### config.mk
export PLATFORM = sky130hd
export DESIGN_NAME = key_step_ctrl
export DESIGN_NICKNAME = d
export VERILOG_FILES = /design/src/rtl/key_step_ctrl.sv
export SDC_FILE = /design/constraint.sdc
export NUM_CORES = 1
export LEC_CHECK = 0
export BUFFER_PORTS_ARGS = -buffer_cell sky130_fd_sc_hd__clkbuf_2
export CORE_AREA = 4 4 41 43
export DETAILED_ROUTE_END_ITERATION = 12
export DIE_AREA = 0 0 45 47
export GPL_ROUTABILITY_DRIVEN = 0
export SLEW_MARGIN = 20
export SYNTH_ARGS = -nofsm -noshare
export SYNTH_HDL_FRONTEND = slang
export SYNTH_SLANG_ARGS = --single-unit
export TNS_END_PERCENT = 10
### constraint.sdc
create_clock -name clk -period 3.41 [get_ports clk]
set_clock_uncertainty 0.15 [all_clocks]
set_input_delay 0.682 -clock clk [delete_from_list [all_inputs] [get_ports clk]]
set_output_delay 0.682 -clock clk [all_outputs]
set_load 0.02 [all_outputs]
### src/rtl/key_step_ctrl.sv
// key_step_ctrl: turns debounced up/down key levels into single-cycle step
// pulses for the 8-bit up/down counter, with hold-to-repeat, lockout of
// conflicting presses and suppression of steps past the counter limits.
//
// Optional feature macro: KEY_REPEAT_EN
//   defined   : HOLD -> REPEAT auto-repeat with a 24-bit cycle timer.
//   undefined : HOLD acts as a plain wait-for-release state, one step per press.
//
// Ports:
//   clk      in   system clock, rising edge
//   rst      in   asynchronous reset, active-high
//   key_up   in   debounced up-key level (1 = pressed)
//   key_dn   in   debounced down-key level (1 = pressed)
//   cnt_val  in   [7:0] counter value fed back from the counter
//   step_up  out  one-cycle increment pulse
//   step_dn  out  one-cycle decrement pulse
//   sat      out  one-cycle flag: a requested step was suppressed at a limit
//   state    out  [2:0] FSM state (IDLE=0, HOLD=1, REPEAT=2, LOCK=3)
module key_step_ctrl #(
    parameter logic [23:0] HOLD_CYC   = 24'd5_000_000,
    parameter logic [23:0] REPEAT_CYC = 24'd2_500_000,
    parameter logic [7:0]  CNT_MAX    = 8'd255,
    parameter logic [7:0]  CNT_MIN    = 8'd0
) (
    input  logic       clk,
    input  logic       rst,
    input  logic       key_up,
    input  logic       key_dn,
    input  logic [7:0] cnt_val,
    output logic       step_up,
    output logic       step_dn,
    output logic       sat,
    output logic [2:0] state
);

    typedef enum logic [2:0] {
        IDLE   = 3'd0,
        HOLD   = 3'd1,
        REPEAT = 3'd2,
        LOCK   = 3'd3
    } state_t;

    // Both timing parameters must leave at least one settle cycle for cnt_val.
    if (HOLD_CYC < 24'd2 || REPEAT_CYC < 24'd2) begin : g_bad_cfg
        $error("key_step_ctrl: HOLD_CYC and REPEAT_CYC must be >= 2");
    end

    state_t fsm;
    logic   owner;      // 0 = up key started the sequence, 1 = down key

    logic owner_key;
    logic other_key;
    logic req_dn;
    logic step_ok;

    // Direction of a step request: the pressed key in IDLE, else the owner.
    always_comb begin
        owner_key = owner ? key_dn : key_up;
        other_key = owner ? key_up : key_dn;
        req_dn    = (fsm == IDLE) ? key_dn : owner;
        step_ok   = req_dn ? (cnt_val > CNT_MIN) : (cnt_val < CNT_MAX);
    end

    assign state = fsm;

`ifdef KEY_REPEAT_EN
    logic [23:0] timer;
    logic [23:0] expiry;

    // Expiry count for the current timed state.
    always_comb begin
        expiry = (fsm == HOLD) ? (HOLD_CYC - 24'd1) : (REPEAT_CYC - 24'd1);
    end

    // Sequencer with auto-repeat.
    always_ff @(posedge clk or posedge rst) begin
        if (rst) begin
            fsm     <= IDLE;
            owner   <= 1'b0;
            timer   <= 24'd0;
            step_up <= 1'b0;
            step_dn <= 1'b0;
            sat     <= 1'b0;
        end else begin
            step_up <= 1'b0;
            step_dn <= 1'b0;
            sat     <= 1'b0;
            case (fsm)
                IDLE: begin
                    if (key_up && key_dn) begin
                        fsm <= LOCK;
                    end else if (key_up || key_dn) begin
                        owner   <= key_dn;
                        timer   <= 24'd0;
                        fsm     <= HOLD;
                        step_up <= !req_dn && step_ok;
                        step_dn <= req_dn && step_ok;
                        sat     <= !step_ok;
                    end
                end
                HOLD, REPEAT: begin
                    // Release wins over lockout, lockout wins over expiry.
                    if (!owner_key) begin
                        fsm <= IDLE;
                    end else if (other_key) begin
                        fsm <= LOCK;
                    end else if (timer == expiry) begin
                        timer   <= 24'd0;
                        fsm     <= REPEAT;
                        step_up <= !req_dn && step_ok;
                        step_dn <= req_dn && step_ok;
                        sat     <= !step_ok;
                    end else begin
                        timer <= timer + 24'd1;
                    end
                end
                LOCK: begin
                    if (!key_up && !key_dn) begin
                        fsm <= IDLE;
                    end
                end
                default: fsm <= IDLE;
            endcase
        end
    end
`else
    // Sequencer without auto-repeat: HOLD only waits for release.
    always_ff @(posedge clk or posedge rst) begin
        if (rst) begin
            fsm     <= IDLE;
            owner   <= 1'b0;
            step_up <= 1'b0;
            step_dn <= 1'b0;
            sat     <= 1'b0;
        end else begin
            step_up <= 1'b0;
            step_dn <= 1'b0;
            sat     <= 1'b0;
            case (fsm)
                IDLE: begin
                    if (key_up && key_dn) begin
                        fsm <= LOCK;
                    end else if (key_up || key_dn) begin
                        owner   <= key_dn;
                        fsm     <= HOLD;
                        step_up <= !req_dn && step_ok;
                        step_dn <= req_dn && step_ok;
                        sat     <= !step_ok;
                    end
                end
                HOLD: begin
                    if (!owner_key) begin
                        fsm <= IDLE;
                    end else if (other_key) begin
                        fsm <= LOCK;
                    end
                end
                LOCK: begin
                    if (!key_up && !key_dn) begin
                        fsm <= IDLE;
                    end
                end
                default: fsm <= IDLE;
            endcase
        end
    end
`endif

endmodule
* Word level (Yosys, flattened, before mapping)
Cells that the tools add are included.
Operators by class: magnitude comparators 2, equality and inequality tests 5, mux-type cells 19, bitwise logic cells 1, reductions and logical operators 12
Operator list (count):
- 3-bit 2-to-1 mux | 5
- 1-bit 2-to-1 mux | 13
- 3-bit case mux with 3 select lines | 1
- 8-bit by 1-bit greater-than comparator with 1-bit output, second input constant | 1
- 8-bit less-than comparator, second input constant | 1
- 3-bit AND reduction | 2
- 1-bit logical AND | 4
- 1-bit logical NOT | 4
- 3-bit by 1-bit == test with 1-bit output, second input constant | 1
- 3-bit by 2-bit == test with 1-bit output, second input constant | 1
- 3-bit logical NOT | 1
- 3-bit by 1-bit inequality test with 1-bit output, second input constant | 1
- 3-bit inequality test, second input constant | 1
- 2-bit inequality test, second input constant | 1
- 1-bit logical OR | 1
- 1-bit NOT | 1
Word-level totals: bits in registers 7, bits of input ports 12, output and inout bits 6, logic and storage cells 44

* Depth between registers and ports, before layout
depth in word-level cells 7, depth in mapped cells 3, depth with buffers taken out 3

* Worst setup path after synthesis
OpenSTA, ideal clock, no wires.
kind input to register, from in key_up, to reg sat, setup time 0.104 ns, arrival time 1.350 ns, data required time 3.156 ns, slack 1.806 ns, stages 2, buffers on the path 0, cell sequence or3b_1 > o41ai_2
Between the ends: word-level cells in the longest chain between the ends 4, elaborated cells on any way between the ends 5, those cells by class mux: 3; reduce/logical: 2
RTL lines:
- start: declaration | RTL line 27 | input logic key_up,
- 1-bit logical OR | RTL line 143 | end else if (key_up || key_dn) begin
- 1-bit 2-to-1 mux | RTL line 143
- 1-bit 2-to-1 mux (*) | RTL line 141 | if (key_up && key_dn) begin
- 1-bit 2-to-1 mux (*) | RTL line 139 | case (fsm)
- end signal: assignment | RTL line 148 | sat <= !step_ok;
- end: declaration | RTL line 32 | output logic sat,
Mark *: on every way between the ends. The rest lies on a longest branch, timed or not. A chain may end at the register's enable or synchronous reset.

* Worst setup path in the final report
from reg fsm[1] (netlist: state[1]), to out state[1]
RTL lines:
- start: declaration | RTL line 48 | state_t fsm;
- start signal: assignment | RTL line 130 | fsm <= IDLE;
- start signal: assignment | RTL line 142 | fsm <= LOCK;
- start signal: assignment | RTL line 145 | fsm <= HOLD;
- end: declaration | RTL line 33 | output logic [2:0] state
No word-level cell between the ends.

==> impl_metrics.env <==
export IMPL_outcome="complete, no violations"
export IMPL_endpoint_kind="output port"
export IMPL_crit_buf_inv=1
export IMPL_drive_gt1_frac=0.392
export IMPL_grt_pass1_vias=275
export IMPL_netlist_area_um2=313
export IMPL_arrival_ns=0.93
export IMPL_synth_xor_area_frac=0
export IMPL_synthAdderAreaFrac=0
export IMPL_fmax_mhz=566
export IMPL_ant_nets=0
export IMPL_startpoint_type="register"
export IMPL_synth_common_cells="6 x dfrtp_1, 3 x a21oi_1, 3 x nand4_1, 3 x nor2_1, 3 x nor3_1"
export IMPL_cts_root_buf="clkbuf_4"
export IMPL_crit_path_max_incr_delay_ns=0.47
export IMPL_num_vias=308
export IMPL_grt_usage=0.0756
export IMPL_worstSkewPairLatency_ns=0.24
export IMPL_drtIter0Drc=10
export IMPL_synth_cell_type_count=18
export IMPL_diodes=0
export IMPL_synth_area_mux_share=0.0320
export IMPL_synth_nets=45
export IMPL_die_w_um=45
export IMPL_dr_pass1_iters=5
export IMPL_synth_most_common_cell="dfrtp_1"
export IMPL_start_util=0.240
export IMPL_syn_inst=33
export IMPL_grt_max_degree=9
export IMPL_fin_crit_sh=0.518
export IMPL_dp_hpwl_um=574
export IMPL_netlist_area_leader_share=0.480
export IMPL_clkSinkCount=6
export IMPL_yosysTopAreaCell="dfrtp_1"
export IMPL_clk_pin_slew_ns=0.05
export IMPL_dieArea_um2=2120
export IMPL_wire_per_inst_um=10.6
export IMPL_area_growth_syn_to_layout_pct=36.4
export IMPL_min_period_ns=1.77
export IMPL_finalHoldViolations=0
export IMPL_fin_hold_ws_ns=0.165
export IMPL_synth_top_family_by_area="simple AND/OR/NAND/NOR gates"
export IMPL_cts_buffers=3
export IMPL_postCtsSetupBuffers=0
export IMPL_dp_cells=63
export IMPL_irDropWorstVdd_uv=82.9
export IMPL_core_um2=1300
export IMPL_seq_area_frac_synth=0.480
export IMPL_cts_buffer_depth=2
export IMPL_worstPathCellList="clkbuf_2"
export IMPL_drv_cap=0
export IMPL_synth_seq_cells=6
export IMPL_boundaryPins=18
export IMPL_synth_edff_count=0
export IMPL_die_h_um=47
export IMPL_finalSetupViolations=0
export IMPL_hp_class="in2async"
export IMPL_syn_area_per_cell_um2=9.48
export IMPL_synth_top_cells_by_area="dfrtp_1 48%, nand4_1 6.0%, o41ai_2 5.2%"
export IMPL_wl_um=701
export IMPL_finalMaxSlewViolations=0
export IMPL_drc=0
export IMPL_power_density_nw_per_um2=513
export IMPL_yosysWarnings=0
export IMPL_rsz0062_at_grt="no"
export IMPL_cp_top_family="flip-flops"
export IMPL_antenna_found_initial=0
export IMPL_crit_type="reg2out"
export IMPL_yosys_area_share_simple=0.312
export IMPL_crit_required_ns=2.58
export IMPL_postCtsHoldBufs=0
export IMPL_critPathSlowestCell="dfrtp_1"
export IMPL_rows=13
export IMPL_synthArstFlopShare=1.00
export IMPL_portBuffers=16
export IMPL_cts_max_level=1
export IMPL_synthFlopType="dfrtp_1"
export IMPL_p_leak_nw=0.212
export IMPL_cp_max_fo=8
export IMPL_grt_pass1_wl_mm=1.07
export IMPL_cts_tree="yes"
export IMPL_cts_repair_resized=0
export IMPL_final_nets=65
export IMPL_via_per_inst=4.67
export IMPL_overflow=0
export IMPL_fin_cells=66
export IMPL_setup_tns_ns=0
export IMPL_synth_compound_area_frac=0.116
[flip-flops by register name, summed over array words and instances (netlist names)]
name,count
owner,1
step_up,1
state,2
step_dn,1
sat,1
[cells in the final DEF, fill, tap and decap left out, drive strengths merged]
| master | instances |
|---|---|
| a21oi | 3 |
| clkbuf | 19 |
| conb | 1 |
| dfrtp | 6 |
| inv | 2 |
| mux2i | 1 |
| nand2 | 1 |
| nand3 | 1 |
| nand3b | 1 |
| nand4 | 3 |
| nor2 | 3 |
| nor2b | 1 |
| nor3 | 3 |
| nor4 | 2 |
| nor4b | 1 |
| o21ai | 1 |
| o41ai | 1 |
| or3b | 1 |
[path summary, 6_finish.rpt]
check | slack, ns | startpoint | to | cells after the start
min in group clk | 0.45 | owner$_DFFE_PP0P_ | owner$_DFFE_PP0P_ | 2
worst min register to register | 0.45 | owner$_DFFE_PP0P_ | owner$_DFFE_PP0P_ | 2
worst max-delay path | 1.64 | state[1]$_DFFE_PP0P_ | state[1] | 1
max in group asynchronous | 2.76 | rst | state[1]$_DFFE_PP0P_ | 2
worst max register to register | 1.92 | state[1]$_DFFE_PP0P_ | sat$_DFF_PP0_ | 2
worst min-delay path | 0.17 | rst | owner$_DFFE_PP0P_ | 2
[kinds of logic (layout without fill, tap and decap cells)]
family | count (synthesis) | count (layout)
AO/OA/AOI/OAI | 5 | 5
buffers and inverters | 3 | 21
flip-flops | 6 | 6
multiplexers | 1 | 1
other | 1 | 1
AND/OR/NAND/NOR | 17 | 17
[layout make-up]
cell class | count | area, um^2
fill | 147 | 875
sequential | 6 | 150
multi-input combinational | 24 | 148
timing repair buffer | 16 | 80.1
clock buffer | 3 | 22.5
tap | 15 | 18.8
inverter | 2 | 7.51
[power by group]
| part | switching (mW) | internal [mW] | total, mW |
|---|---|---|---|
| combinational | 0.0317 | 0.0240 | 0.0557 |
| clock | 0.0241 | 0.0397 | 0.0638 |
| sequential | 0.0167 | 0.0828 | 0.0995 |
| total | 0.0725 | 0.146 | 0.219 |
[layer usage]
layer,wire (um),share of wire,global-route usage
met4,0,0,0.105
met3,52,0.074,0
met1,251,0.36,0.0721
met2,396,0.56,0.130
met5,0,0,0
[stage by stage]
stage	setup WS (ns)	total power, mW	cell area, um^2	utilization
after floorplan	1.81	0.133	313	-
after global placement	1.63	0.155	404	0.311
after detailed placement	1.60	0.157	404	0.311
after CTS	1.63	0.223	427	0.328
after global routing	1.60	0.234	427	0.328
final	1.64	0.219	427	0.328
Note: power is estimated with default switching activity, not from simulation.
